$ cat src/rtl/arm7tdmi_cp_responder_pkg.sv
// Shared types for the ARM7TDMI coprocessor responder: modes, coprocessor ops,
// responder states, CDP opcodes and instruction field positions.
package arm7tdmi_cp_responder_pkg;

  typedef enum logic [4:0] {
    MODE_USER       = 5'b10000,
    MODE_FIQ        = 5'b10001,
    MODE_IRQ        = 5'b10010,
    MODE_SUPERVISOR = 5'b10011,
    MODE_ABORT      = 5'b10111,
    MODE_UNDEF      = 5'b11011,
    MODE_SYSTEM     = 5'b11111
  } processor_mode_t;

  typedef enum logic [2:0] {
    CP_OP_NONE = 3'd0,
    CP_OP_CDP  = 3'd1,
    CP_OP_MCR  = 3'd2,
    CP_OP_MRC  = 3'd3,
    CP_OP_LDC  = 3'd4,
    CP_OP_STC  = 3'd5
  } cp_op_t;

  typedef enum logic [2:0] {
    ST_IDLE      = 3'd0,
    ST_CDP_BUSY  = 3'd1,
    ST_MCR_WAIT  = 3'd2,
    ST_MRC_DRIVE = 3'd3,
    ST_LDC_XFER  = 3'd4,
    ST_STC_XFER  = 3'd5,
    ST_DONE      = 3'd6
  } cp_state_t;

  localparam logic [3:0] CP_OPC_MOV = 4'd0;
  localparam logic [3:0] CP_OPC_ADD = 4'd1;
  localparam logic [3:0] CP_OPC_SUB = 4'd2;
  localparam logic [3:0] CP_OPC_EOR = 4'd3;

  localparam int INSTR_CPNUM_LSB = 8;
  localparam int INSTR_CRN_LSB   = 16;
  localparam int INSTR_CRD_LSB   = 12;
  localparam int INSTR_CRM_LSB   = 0;
  localparam int INSTR_OPC1_LSB  = 20;
  localparam int INSTR_L_BIT     = 20;
  localparam int INSTR_N_BIT     = 22;
  localparam int INSTR_RT_BIT    = 4;

  function automatic logic [31:0] cdp_alu(input logic [3:0] opc1,
                                          input logic [31:0] a,
                                          input logic [31:0] b);
    logic [31:0] r;
    case (opc1)
      CP_OPC_MOV: r = b;
      CP_OPC_ADD: r = a + b;
      CP_OPC_SUB: r = a - b;
      CP_OPC_EOR: r = a ^ b;
      default:    r = 32'd0;
    endcase
    return r;
  endfunction

endpackage

$ cat src/rtl/arm7tdmi_cp_responder_if.sv
// Core <-> coprocessor handshake bundle; master is the core, slave the responder.
interface arm7tdmi_cp_responder_if;
  import arm7tdmi_cp_responder_pkg::*;

  logic            cpi;
  logic [31:0]     cp_instr;
  processor_mode_t cp_mode;
  logic            cpa;
  logic            cpb;
  logic            cp_done;
  logic [31:0]     core_wdata;
  logic            core_wvalid;
  logic [31:0]     cp_rdata;
  logic            cp_rvalid;
  logic            cp_rready;
  logic            cp_last;

  modport master (
    output cpi, cp_instr, cp_mode, core_wdata, core_wvalid, cp_rready,
    input  cpa, cpb, cp_done, cp_rdata, cp_rvalid, cp_last
  );

  modport slave (
    input  cpi, cp_instr, cp_mode, core_wdata, core_wvalid, cp_rready,
    output cpa, cpb, cp_done, cp_rdata, cp_rvalid, cp_last
  );
endinterface

$ cat src/rtl/arm7tdmi_cp_decode.sv
// Combinational decode of a coprocessor instruction into op, fields and absent flag.
// ARM7TDMI_CP_PRIV_CHECK_EN: user-mode instructions are reported absent.
module arm7tdmi_cp_decode
  import arm7tdmi_cp_responder_pkg::*;
#(
  parameter logic [3:0] CP_NUM = 4'd7
) (
  input  logic [31:0]     instr,
  input  processor_mode_t cp_mode,
  output cp_op_t          op,
  output logic            absent,
  output logic [3:0]      crn,
  output logic [3:0]      crd,
  output logic [3:0]      crm,
  output logic [3:0]      opc1,
  output logic            n_bit
);

  logic priv_fault_s;
  logic unused_bits_s;

`ifdef ARM7TDMI_CP_PRIV_CHECK_EN
  assign priv_fault_s = (cp_mode == MODE_USER);
`else
  logic unused_mode_s;
  assign unused_mode_s = ^cp_mode;
  assign priv_fault_s  = 1'b0;
`endif

  assign unused_bits_s = ^{instr[31:28], instr[7:5]};

  assign crn   = instr[INSTR_CRN_LSB  +: 4];
  assign crd   = instr[INSTR_CRD_LSB  +: 4];
  assign crm   = instr[INSTR_CRM_LSB  +: 4];
  assign opc1  = instr[INSTR_OPC1_LSB +: 4];
  assign n_bit = instr[INSTR_N_BIT];

  // Classify the encoding, then fold every reason to refuse into one flag.
  always_comb begin
    op = CP_OP_NONE;
    if (instr[27:24] == 4'b1110) begin
      if (!instr[INSTR_RT_BIT]) begin
        op = CP_OP_CDP;
      end else if (instr[INSTR_L_BIT]) begin
        op = CP_OP_MRC;
      end else begin
        op = CP_OP_MCR;
      end
    end else if (instr[27:25] == 3'b110) begin
      op = instr[INSTR_L_BIT] ? CP_OP_LDC : CP_OP_STC;
    end else begin
      op = CP_OP_NONE;
    end

    absent = (op == CP_OP_NONE)
          || (instr[INSTR_CPNUM_LSB +: 4] != CP_NUM)
          || ((op == CP_OP_CDP) && (opc1 > CP_OPC_EOR))
          || priv_fault_s;
  end

endmodule

$ cat src/rtl/arm7tdmi_cp_responder.sv
// ARM7TDMI coprocessor responder: handshake FSM, transfer counters and CR0-CR15.
// ARM7TDMI_CP_PRIV_CHECK_EN (see decode) rejects user-mode instructions.
module arm7tdmi_cp_responder
  import arm7tdmi_cp_responder_pkg::*;
#(
  parameter logic [3:0] CP_NUM          = 4'd7,
  parameter int         CDP_BUSY_CYCLES = 3,
  parameter int         LONG_XFER_WORDS = 4
) (
  input logic                     clk,
  input logic                     rst,
  arm7tdmi_cp_responder_if.slave  cp
);

  localparam logic [7:0] BUSY_INIT  = 8'(CDP_BUSY_CYCLES);
  localparam logic [4:0] WORDS_LONG = 5'(LONG_XFER_WORDS);

  cp_op_t      op_s;
  logic        absent_s;
  logic [3:0]  crn_s, crd_s, crm_s, opc1_s;
  logic        n_bit_s;
  logic [4:0]  words_s;

  cp_state_t   state_r;
  logic [31:0] cr_r [16];
  logic [3:0]  crd_r, crn_r, crm_r, opc1_r, idx_r;
  logic [4:0]  remain_r;
  logic [7:0]  busy_cnt_r;
  logic        cpa_r, cpb_r, done_r, rvalid_r, last_r;
  logic [31:0] rdata_r;

  arm7tdmi_cp_decode #(.CP_NUM(CP_NUM)) u_decode (
    .instr   (cp.cp_instr),
    .cp_mode (cp.cp_mode),
    .op      (op_s),
    .absent  (absent_s),
    .crn     (crn_s),
    .crd     (crd_s),
    .crm     (crm_s),
    .opc1    (opc1_s),
    .n_bit   (n_bit_s)
  );

  assign words_s = n_bit_s ? WORDS_LONG : 5'd1;

  // Handshake FSM with registered outputs; the register file shares this block.
  always_ff @(posedge clk) begin
    if (rst) begin
      state_r    <= ST_IDLE;
      cpa_r      <= 1'b0;
      cpb_r      <= 1'b0;
      done_r     <= 1'b0;
      rvalid_r   <= 1'b0;
      last_r     <= 1'b0;
      rdata_r    <= 32'd0;
      crd_r      <= 4'd0;
      crn_r      <= 4'd0;
      crm_r      <= 4'd0;
      opc1_r     <= 4'd0;
      idx_r      <= 4'd0;
      remain_r   <= 5'd0;
      busy_cnt_r <= 8'd0;
      for (int i = 0; i < 16; i++) begin
        cr_r[i] <= 32'd0;
      end
    end else begin
      cpa_r <= 1'b0;
      case (state_r)
        ST_IDLE: begin
          if (cp.cpi) begin
            crd_r  <= crd_s;
            crn_r  <= crn_s;
            crm_r  <= crm_s;
            opc1_r <= opc1_s;
            idx_r  <= crd_s;
            if (absent_s) begin
              cpa_r <= 1'b1;
            end else begin
              case (op_s)
                CP_OP_CDP: begin
                  if (BUSY_INIT == 8'd0) begin
                    cr_r[crd_s] <= cdp_alu(opc1_s, cr_r[crn_s], cr_r[crm_s]);
                    done_r      <= 1'b1;
                    state_r     <= ST_DONE;
                  end else begin
                    cpb_r      <= 1'b1;
                    busy_cnt_r <= BUSY_INIT;
                    state_r    <= ST_CDP_BUSY;
                  end
                end
                CP_OP_MCR: begin
                  cpb_r   <= 1'b1;
                  state_r <= ST_MCR_WAIT;
                end
                CP_OP_MRC: begin
                  rvalid_r <= 1'b1;
                  rdata_r  <= cr_r[crn_s];
                  state_r  <= ST_MRC_DRIVE;
                end
                CP_OP_LDC: begin
                  remain_r <= words_s;
                  last_r   <= (words_s == 5'd1);
                  state_r  <= ST_LDC_XFER;
                end
                CP_OP_STC: begin
                  remain_r <= words_s;
                  last_r   <= (words_s == 5'd1);
                  rvalid_r <= 1'b1;
                  rdata_r  <= cr_r[crd_s];
                  state_r  <= ST_STC_XFER;
                end
                default: state_r <= ST_IDLE;
              endcase
            end
          end
        end
        ST_CDP_BUSY: begin
          if (busy_cnt_r <= 8'd1) begin
            cr_r[crd_r] <= cdp_alu(opc1_r, cr_r[crn_r], cr_r[crm_r]);
            cpb_r       <= 1'b0;
            done_r      <= 1'b1;
            state_r     <= ST_DONE;
          end else begin
            busy_cnt_r <= busy_cnt_r - 8'd1;
          end
        end
        ST_MCR_WAIT: begin
          if (cp.core_wvalid) begin
            cr_r[crn_r] <= cp.core_wdata;
            cpb_r       <= 1'b0;
            done_r      <= 1'b1;
            state_r     <= ST_DONE;
          end
        end
        ST_MRC_DRIVE: begin
          if (cp.cp_rready) begin
            rvalid_r <= 1'b0;
            rdata_r  <= 32'd0;
            done_r   <= 1'b1;
            state_r  <= ST_DONE;
          end
        end
        ST_LDC_XFER: begin
          if (cp.core_wvalid) begin
            cr_r[idx_r] <= cp.core_wdata;
            if (remain_r == 5'd1) begin
              last_r  <= 1'b0;
              done_r  <= 1'b1;
              state_r <= ST_DONE;
            end else begin
              idx_r    <= idx_r + 4'd1;
              remain_r <= remain_r - 5'd1;
              last_r   <= (remain_r == 5'd2);
            end
          end
        end
        ST_STC_XFER: begin
          if (cp.cp_rready) begin
            if (remain_r == 5'd1) begin
              rvalid_r <= 1'b0;
              rdata_r  <= 32'd0;
              last_r   <= 1'b0;
              done_r   <= 1'b1;
              state_r  <= ST_DONE;
            end else begin
              // The 4-bit index wraps CR15 -> CR0 on its own.
              idx_r    <= idx_r + 4'd1;
              rdata_r  <= cr_r[idx_r + 4'd1];
              remain_r <= remain_r - 5'd1;
              last_r   <= (remain_r == 5'd2);
            end
          end
        end
        ST_DONE: begin
          done_r  <= 1'b0;
          state_r <= ST_IDLE;
        end
        default: state_r <= ST_IDLE;
      endcase
    end
  end

  assign cp.cpa       = cpa_r;
  assign cp.cpb       = cpb_r;
  assign cp.cp_done   = done_r;
  assign cp.cp_rdata  = rdata_r;
  assign cp.cp_rvalid = rvalid_r;
  assign cp.cp_last   = last_r;

endmodule

$ cat src/flat_wrapper.sv
// flat-port wrapper written by rule: the top's interface ports become plain ports
module arm7tdmi_cp_responder_flat import arm7tdmi_cp_responder_pkg::*;
#(
  parameter logic [3:0] CP_NUM          = 4'd7,
  parameter int         CDP_BUSY_CYCLES = 3,
  parameter int         LONG_XFER_WORDS = 4
)
  (clk, rst, cp_cpi, cp_cp_instr, cp_cp_mode, cp_core_wdata, cp_core_wvalid, cp_cp_rready, cp_cpa, cp_cpb, cp_cp_done, cp_cp_rdata, cp_cp_rvalid, cp_cp_last);
  arm7tdmi_cp_responder_if cp_i ();
  input logic clk;
  input logic rst;
  input wire logic [$bits(cp_i.cpi)-1:0] cp_cpi;
  input wire logic [$bits(cp_i.cp_instr)-1:0] cp_cp_instr;
  input wire logic [$bits(cp_i.cp_mode)-1:0] cp_cp_mode;
  input wire logic [$bits(cp_i.core_wdata)-1:0] cp_core_wdata;
  input wire logic [$bits(cp_i.core_wvalid)-1:0] cp_core_wvalid;
  input wire logic [$bits(cp_i.cp_rready)-1:0] cp_cp_rready;
  output wire logic [$bits(cp_i.cpa)-1:0] cp_cpa;
  output wire logic [$bits(cp_i.cpb)-1:0] cp_cpb;
  output wire logic [$bits(cp_i.cp_done)-1:0] cp_cp_done;
  output wire logic [$bits(cp_i.cp_rdata)-1:0] cp_cp_rdata;
  output wire logic [$bits(cp_i.cp_rvalid)-1:0] cp_cp_rvalid;
  output wire logic [$bits(cp_i.cp_last)-1:0] cp_cp_last;
  assign cp_i.cpi = cp_cpi;
  assign cp_i.cp_instr = cp_cp_instr;
  assign cp_i.cp_mode = cp_cp_mode;
  assign cp_i.core_wdata = cp_core_wdata;
  assign cp_i.core_wvalid = cp_core_wvalid;
  assign cp_i.cp_rready = cp_cp_rready;
  assign cp_cpa = cp_i.cpa;
  assign cp_cpb = cp_i.cpb;
  assign cp_cp_done = cp_i.cp_done;
  assign cp_cp_rdata = cp_i.cp_rdata;
  assign cp_cp_rvalid = cp_i.cp_rvalid;
  assign cp_cp_last = cp_i.cp_last;
  arm7tdmi_cp_responder #(.CP_NUM(CP_NUM), .CDP_BUSY_CYCLES(CDP_BUSY_CYCLES), .LONG_XFER_WORDS(LONG_XFER_WORDS)) u_core (.clk(clk), .rst(rst), .cp(cp_i));
endmodule
$ cat config.mk
export PLATFORM = sky130hd
export DESIGN_NAME = arm7tdmi_cp_responder_flat
export DESIGN_NICKNAME = d
export VERILOG_FILES = /design/src/rtl/arm7tdmi_cp_responder_pkg.sv /design/src/rtl/arm7tdmi_cp_responder_if.sv /design/src/rtl/arm7tdmi_cp_decode.sv /design/src/rtl/arm7tdmi_cp_responder.sv /design/src/flat_wrapper.sv
export SDC_FILE = /design/constraint.sdc
export NUM_CORES = 2
export LEC_CHECK = 0
export CAP_MARGIN = 20
export CORE_MARGIN = 4
export CORE_UTILIZATION = 40
export DETAILED_ROUTE_END_ITERATION = 8
export GPL_TIMING_DRIVEN = 1
export SETUP_SLACK_MARGIN = 0.3
export SLEW_MARGIN = 30
export SYNTH_ARGS = -nofsm -noshare
export SYNTH_HDL_FRONTEND = slang
export SYNTH_SLANG_ARGS = --single-unit
export TNS_END_PERCENT = 10
$ cat constraint.sdc
create_clock -name clk -period 14.2 [get_ports clk]
set_input_delay 1.42 -clock clk [delete_from_list [all_inputs] [get_ports clk]]
set_output_delay 1.42 -clock clk [all_outputs]
set_load 0.01 [all_outputs]
# After elaboration in Yosys (flattened, before gate mapping)

Memories as Yosys holds them, arrays and structs flattened. A register that Yosys moved wholly into a read port is not among the register bits.
Index checks and enable logic that the tools add are counted.

Register bits: 73
RAM bits: 512
Bits of input ports: 74
Output and inout bits: 37
Logic and storage cells: 184
Memories: 1

Memory list:

| name        | depth | width | read ports | clocked after memory_dff | write ports | line                        | source |
|---|---|---|---|---|---|---|---|
| u_core.cr_r | 16    | 32    | 5          | 2                        | 16          | arm7tdmi_cp_responder.sv:25 | `logic [31:0] cr_r [16];` |

Add/subtract/negate cells: 5
Order comparisons: 2
Eq/ne operators: 34
Multiplexer cells: 98
Bitwise gates (word level): 3
Reduce and logical (&&, ||, !) cells: 27

Operators with widths:

| operator                                                        | count |
|---|---|
| 32-bit two-way mux                                              | 11 |
| 32-bit case mux with 4 select lines                             | 1 |
| 32-bit case mux with 3 select lines                             | 1 |
| 32-bit OR reduction                                             | 3 |
| 32-bit case mux with 2 select lines                             | 1 |
| 4-bit two-way mux                                               | 11 |
| 1-bit two-way mux                                               | 42 |
| 3-bit two-way mux                                               | 11 |
| 32-bit adder                                                    | 1 |
| 8-bit two-way mux                                               | 4 |
| 32-bit subtractor                                               | 1 |
| 32-bit bitwise XOR                                              | 1 |
| 5-bit two-way mux                                               | 6 |
| 6-bit AND reduction                                             | 4 |
| 2-bit inequality test, second input constant                    | 11 |
| 3-bit == test, second input constant                            | 6 |
| 3-bit case mux with 6 select lines                              | 1 |
| 8-bit case mux with 2 select lines                              | 1 |
| 3-bit case mux with 5 select lines                              | 1 |
| 5-bit case mux with 3 select lines                              | 1 |
| 7-bit AND reduction                                             | 2 |
| 3-bit by 2-bit == test with 1-bit output, second input constant | 4 |
| 4-bit case mux with 3 select lines                              | 1 |
| 5-bit by 1-bit == test with 1-bit output, second input constant | 2 |
| 29 further kinds                                                | 41 |

# Depth between registers and ports, before layout

Word-level depth: 9
Mapped depth: 31
Gate-level depth less buffers: 23

# Cells and area by module

Synthesis repeated with hierarchy kept, for this count alone.

Cells, all modules: 3,438
Area total of the unflattened synthesis: 44,490.2 µm²

By module, submodules not included:

| module                | instances | cells each | area an instance (µm²) | seq. area each (µm²) |
|---|---|---|---|---|
| arm7tdmi_cp_responder | 1         | 3,408      | 44,292.5               | 16,996.3 |
| arm7tdmi_cp_decode    | 1         | 30         | 197.7                  | 0.0 |

# Worst setup path after synthesis

OpenSTA, ideal clock, no wires.

Kind: register -> register
Start: register (tool-made name)
End: memory u_core.cr_r[0][30] (data pin)
Setup time: 0.266 ns
Arrival time: 6.367 ns
Required time: 13.934 ns
Slack: 7.567 ns
Stages on the path, launching flop included: 23
Buffers on the path: 4
Period minus slack after synthesis: 6.633 ns
Cell sequence: dfxtp_1 > clkbuf_1 > buf_1 > buf_1 > mux4_2 > mux4_2 > inv_1 > ha_1 > inv_1 > fa_1 > a21o_1 > a21o_1 > a21o_1 > a21oi_1 > o211ai_1 > a21boi_0 > o21ai_0 > a211oi_1 > a21oi_1 > xor2_1 > a221oi_1 > clkbuf_1 > nor2_1

RTL lines:

| element          | line |
|---|---|
| end: declaration | arm7tdmi_cp_responder.sv:25 |

==> flow_summary_export.csv <==
group,metric,value,unit
outcome,outcome,"completed",
global_route,grt_usage,0.292,
min_path,hp-start,"u_core.crm_r[2]",
worst_setup_path,r2r_setup_slack,6.09,ns
worst_setup_path,cpMostUsedCell,"nor2_1",
floorplanning,start_util,0.405,
clocking,clk_pin_slew,0.07,ns
cells_and_area,nNetsFinal,3529,
clocking,cts_tree,"built",
routing,post_drt_wl_per_cell,34.8,microns
routing,ant_nets,0,
place,port_buffers,98,
timing,drv_slew,0,
worst_setup_path,cp_slowest_stage_delay,0.82,ns
global_route,antenna_found_initial,3,
yosys,seq_area_frac_synth,0.383,
routing,viasPerCell,7.09,
floorplanning,rows,121,
timing,rsz0062_at_grt,"false",
worst_setup_path,cp_max_fo,47,
yosys,synth-async-reset-ratio,0,
cells_and_area,drive_above_1_share,0.303,
clocking,clock_sinks,593,
worst_setup_path,cp-start-kind,"flip-flop",
pwr,p_per_area,104,nW/um^2
pwr,p_leak,0.0159,uW
yosys,synth_cell_types,73,
yosys,synth-seq-cells,593,
routing,vias,35100,
yosys,syn_area,44400,sq um
place,place_congestion,0.908,
clocking,cts_root_buf,"clkbuf_16",
yosys,yosys.area_share.xor_xnor,0.0142,
clocking,cts-buffers-inserted,73,
worst_setup_path,worst_r2r_endpoint,"u_core.cr_r[0][31]",
floorplanning,dieHeight,341,microns
timing,finalCritPeriodShare,0.571,
cells_and_area,syn2layout_area_growth,11.3,%
floorplanning,die_area,116000,sq um
worst_setup_path,crit_chain,"buf_4 -> buf_4 -> mux4_2 -> a22o_1 -> a221oi_2 -> ha_1 -> inv_1 -> nor4_1 -> buf_4 -> nor2_1 -> xnor2_1 -> ha_1 -> a21o_1 -> a21oi_1 -> nor2_1 -> nor2_1 -> o21ai_0 -> a41oi_1 -> o211ai_1 -> a221oi_1 -> o21ai_0 -> o41ai_1 -> a31oi_4 -> nor2_1",
flow_run,maxCapViolations,0,
timing,setup_ws,6.09,ns
global_route,overflow,0,
routing,first_pass_iters,6,
timing,relSlewSlack,0.276,
yosys,syn_nets,3582,
worst_setup_path,crit_type,"reg2reg",
yosys,synth_simple_gate_area_frac,0.113,
floorplanning,die-width,341,microns
clocking,cts_max_level,3,
global_route,grt_start_max_net_pins,80,
place,post-dp-hpwl,98000,microns
cells_and_area,layout_commonest_cell,"mux4_2",
yosys,ys.flop_type,"edfxtp_1",
clocking,postCtsHoldBufs,0,
worst_setup_path,end_kind,"flip-flop",
clocking,cts_buffer_depth,3,
yosys,muxShareOfSynthArea,0.380,
timing,fin_setup_tns,0,ns
cells_and_area,finalNonFillerCells,4957,
worst_setup_path,reg2reg_depth,24,
timing,setup_viol,0,
place,place_ws,6.18,ns
yosys,synth_cells,3469,
routing,drc_errors,0,
floorplanning,ioPinCount,111,
timing,skew,0.0360,ns
yosys,avgSynthCellArea,12.8,sq um
timing,timing.final.crit_period,8.11,ns
worst_setup_path,critPathArrivalTime,8.59,ns
min_path,min_path_type,"reg2reg",
clocking,cts_resized,0,
worst_setup_path,slowest_stage,"buf_4",
yosys,synth-compound-area-share,0.0654,
yosys,synth_top_family_by_area,"multiplexers",
timing,tightest_slew,1.09,ns
timing,finalHoldViolCount,0,
global_route,grt_first_pass_wirelength,244000,microns
routing,drt_iter0_drc,5956,
min_path,min_delay_path_depth,2,
yosys,synth_adder_area_share,0.0112,
place,placedCellCount,4815,
global_route,grt_pass1_vias,33600,
yosys,yosys_warnings,0,
clocking,clock_latency,0.67,ns
routing,wl,172000,microns
worst_setup_path,cp.required,14.68,ns
pwr,p_total,5160,uW
pwr,ir_drop,0.0802,mV
cells_and_area,final_cell_mix,"mux4_2 (730), nor2_1 (622), edfxtp_1 (512), nand2_1 (327), a21oi_1 (122)",
clocking,cts_post_setup_buffers_inserted,0,
floorplanning,core,110000,sq um
yosys,synth-edff-count,512,
timing,fmaxAchievable,123,MHz
## cells by family after synthesis
logic type	after synthesis
AOI/OAI and AO/OA	448
buffers and inverters	369
DFF	593
and+or+nand+nor	1185
muxes	764
xor gates and xnor gates	71
adders and majority gates	39
## metal layers
metal	vias up	wire [microns]	track usage	part of all wire
li1	13800	-	-	-
met1	17800	59800	0.384	0.35
met2	3002	77800	0.441	0.45
met3	553	25200	0.0933	0.15
met4	4	9520	0.136	0.055
met5	-	27	0	0.00016
## power breakdown
part	internal [uW]	leakage (uW)	switching [uW]
clock network	1080	0.00114	797
logic	542	0.00878	713
registers	1940	0.00595	85.7
total	3560	0.0159	1600
## cells in the mapped netlist, types with 3 or more instances
| master | instances | share of area |
|---|---|---|
| a22oi_1 | 49 | 0.0083 |
| o221ai_1 | 12 | 0.0024 |
| edfxtp_1 | 512 | 0.35 |
| or3_1 | 6 | 0.00085 |
| o211ai_1 | 3 | 0.00051 |
| o221a_2 | 3 | 0.00076 |
| a21o_1 | 27 | 0.0046 |
| a211oi_1 | 42 | 0.0071 |
| o21ai_0 | 82 | 0.0092 |
| nand3_1 | 48 | 0.0054 |
| nand4_1 | 15 | 0.0021 |
| nand3b_1 | 42 | 0.0071 |
| mux2i_1 | 25 | 0.0056 |
| xor2_1 | 35 | 0.0069 |
| ha_1 | 38 | 0.011 |
| dfxtp_1 | 81 | 0.037 |
| nor2_2 | 10 | 0.0014 |
| a21oi_1 | 124 | 0.014 |
| buf_6 | 4 | 0.0010 |
| o21a_1 | 3 | 0.00051 |
| mux4_1 | 7 | 0.0041 |
| or2_1 | 3 | 0.00042 |
| xnor2_1 | 35 | 0.0069 |
| and2_1 | 8 | 0.0011 |
| buf_4 | 6 | 0.0010 |
| and3_1 | 4 | 0.00056 |
| inv_1 | 20 | 0.0017 |
| o21bai_1 | 3 | 0.00051 |
| nand2b_1 | 29 | 0.0041 |
| buf_1 | 85 | 0.0072 |
| mux4_2 | 730 | 0.37 |
| nand2_1 | 343 | 0.029 |
| buf_2 | 9 | 0.0010 |
| nor4_1 | 7 | 0.00099 |
| a22o_1 | 3 | 0.00059 |
| o21ai_1 | 3 | 0.00034 |
| or2_2 | 7 | 0.00099 |
| a221oi_1 | 21 | 0.0041 |
| clkbuf_1 | 242 | 0.020 |
| o31ai_1 | 8 | 0.0014 |
| nor2b_1 | 16 | 0.0023 |
| a31oi_1 | 41 | 0.0058 |
| nor3_1 | 14 | 0.0016 |
| nor2_1 | 623 | 0.053 |
| a311oi_1 | 4 | 0.00079 |
## per-stage QoR
stage                     area, sq um  utilization  hold slack (ns)
after floorplan                 44400            -            0.436
after global placement          46900        0.428            0.439
after detailed placement        47000        0.428            0.456
after CTS                       49300        0.450            0.473
after global routing            49400        0.451            0.491
final                           49400        0.451            0.465
## area by class of cell
class                      instances  area, sq um
multi-input combinational       2507        26100
inverter                          21         78.8
antenna                            7         17.5
clock inverter                    37          340
clock buffer                      96         2020
tap                             1476         1850
sequential                       593        17000
fill                            9871        60200
timing repair buffer             220         1950
## sequential cells by signal, summed over array words and instances (netlist names), 4 cells and up, named ones only
name	flops
u_core.opc1_r	4
u_core.crd_r	4
u_core.cr_r	512
u_core.crn_r	4
u_core.idx_r	4
u_core.busy_cnt_r	8
u_core.remain_r	5
u_core.crm_r	4
u_core.cp.cp_rdata	32
## how the worst max path moves through the flow
stage              start            endpoint  slack [ns]  cells after the start
2_1_floorplan  flip-flop  u_core.cr_r[0][30]        7.57                     22
3_3_place_gp   flip-flop  u_core.cr_r[8][29]        6.27                     23
3_5_place_dp   flip-flop  u_core.cr_r[0][31]        6.18                     24
4_1_cts        flip-flop  u_core.cr_r[0][31]        6.12                     24
5_1_grt        flip-flop  u_core.cr_r[2][31]        5.74                     21
6_report       flip-flop  u_core.cr_r[0][31]        6.09                     24
## worst max-delay path, delay by kind of cell, from the launching register on
family                   cells  cell delay, ns
multiplexers                 1            0.42
XOR/XNOR                     1            0.13
adder cells (fa/ha/maj)      2            0.62
AND/OR/NAND/NOR              5            0.72
buffers and inverters        4            1.88
AO/OA/AOI/OAI               11            3.55
flip-flops                   1            0.57
No activity file was read; power rests on OpenSTA's default activity.
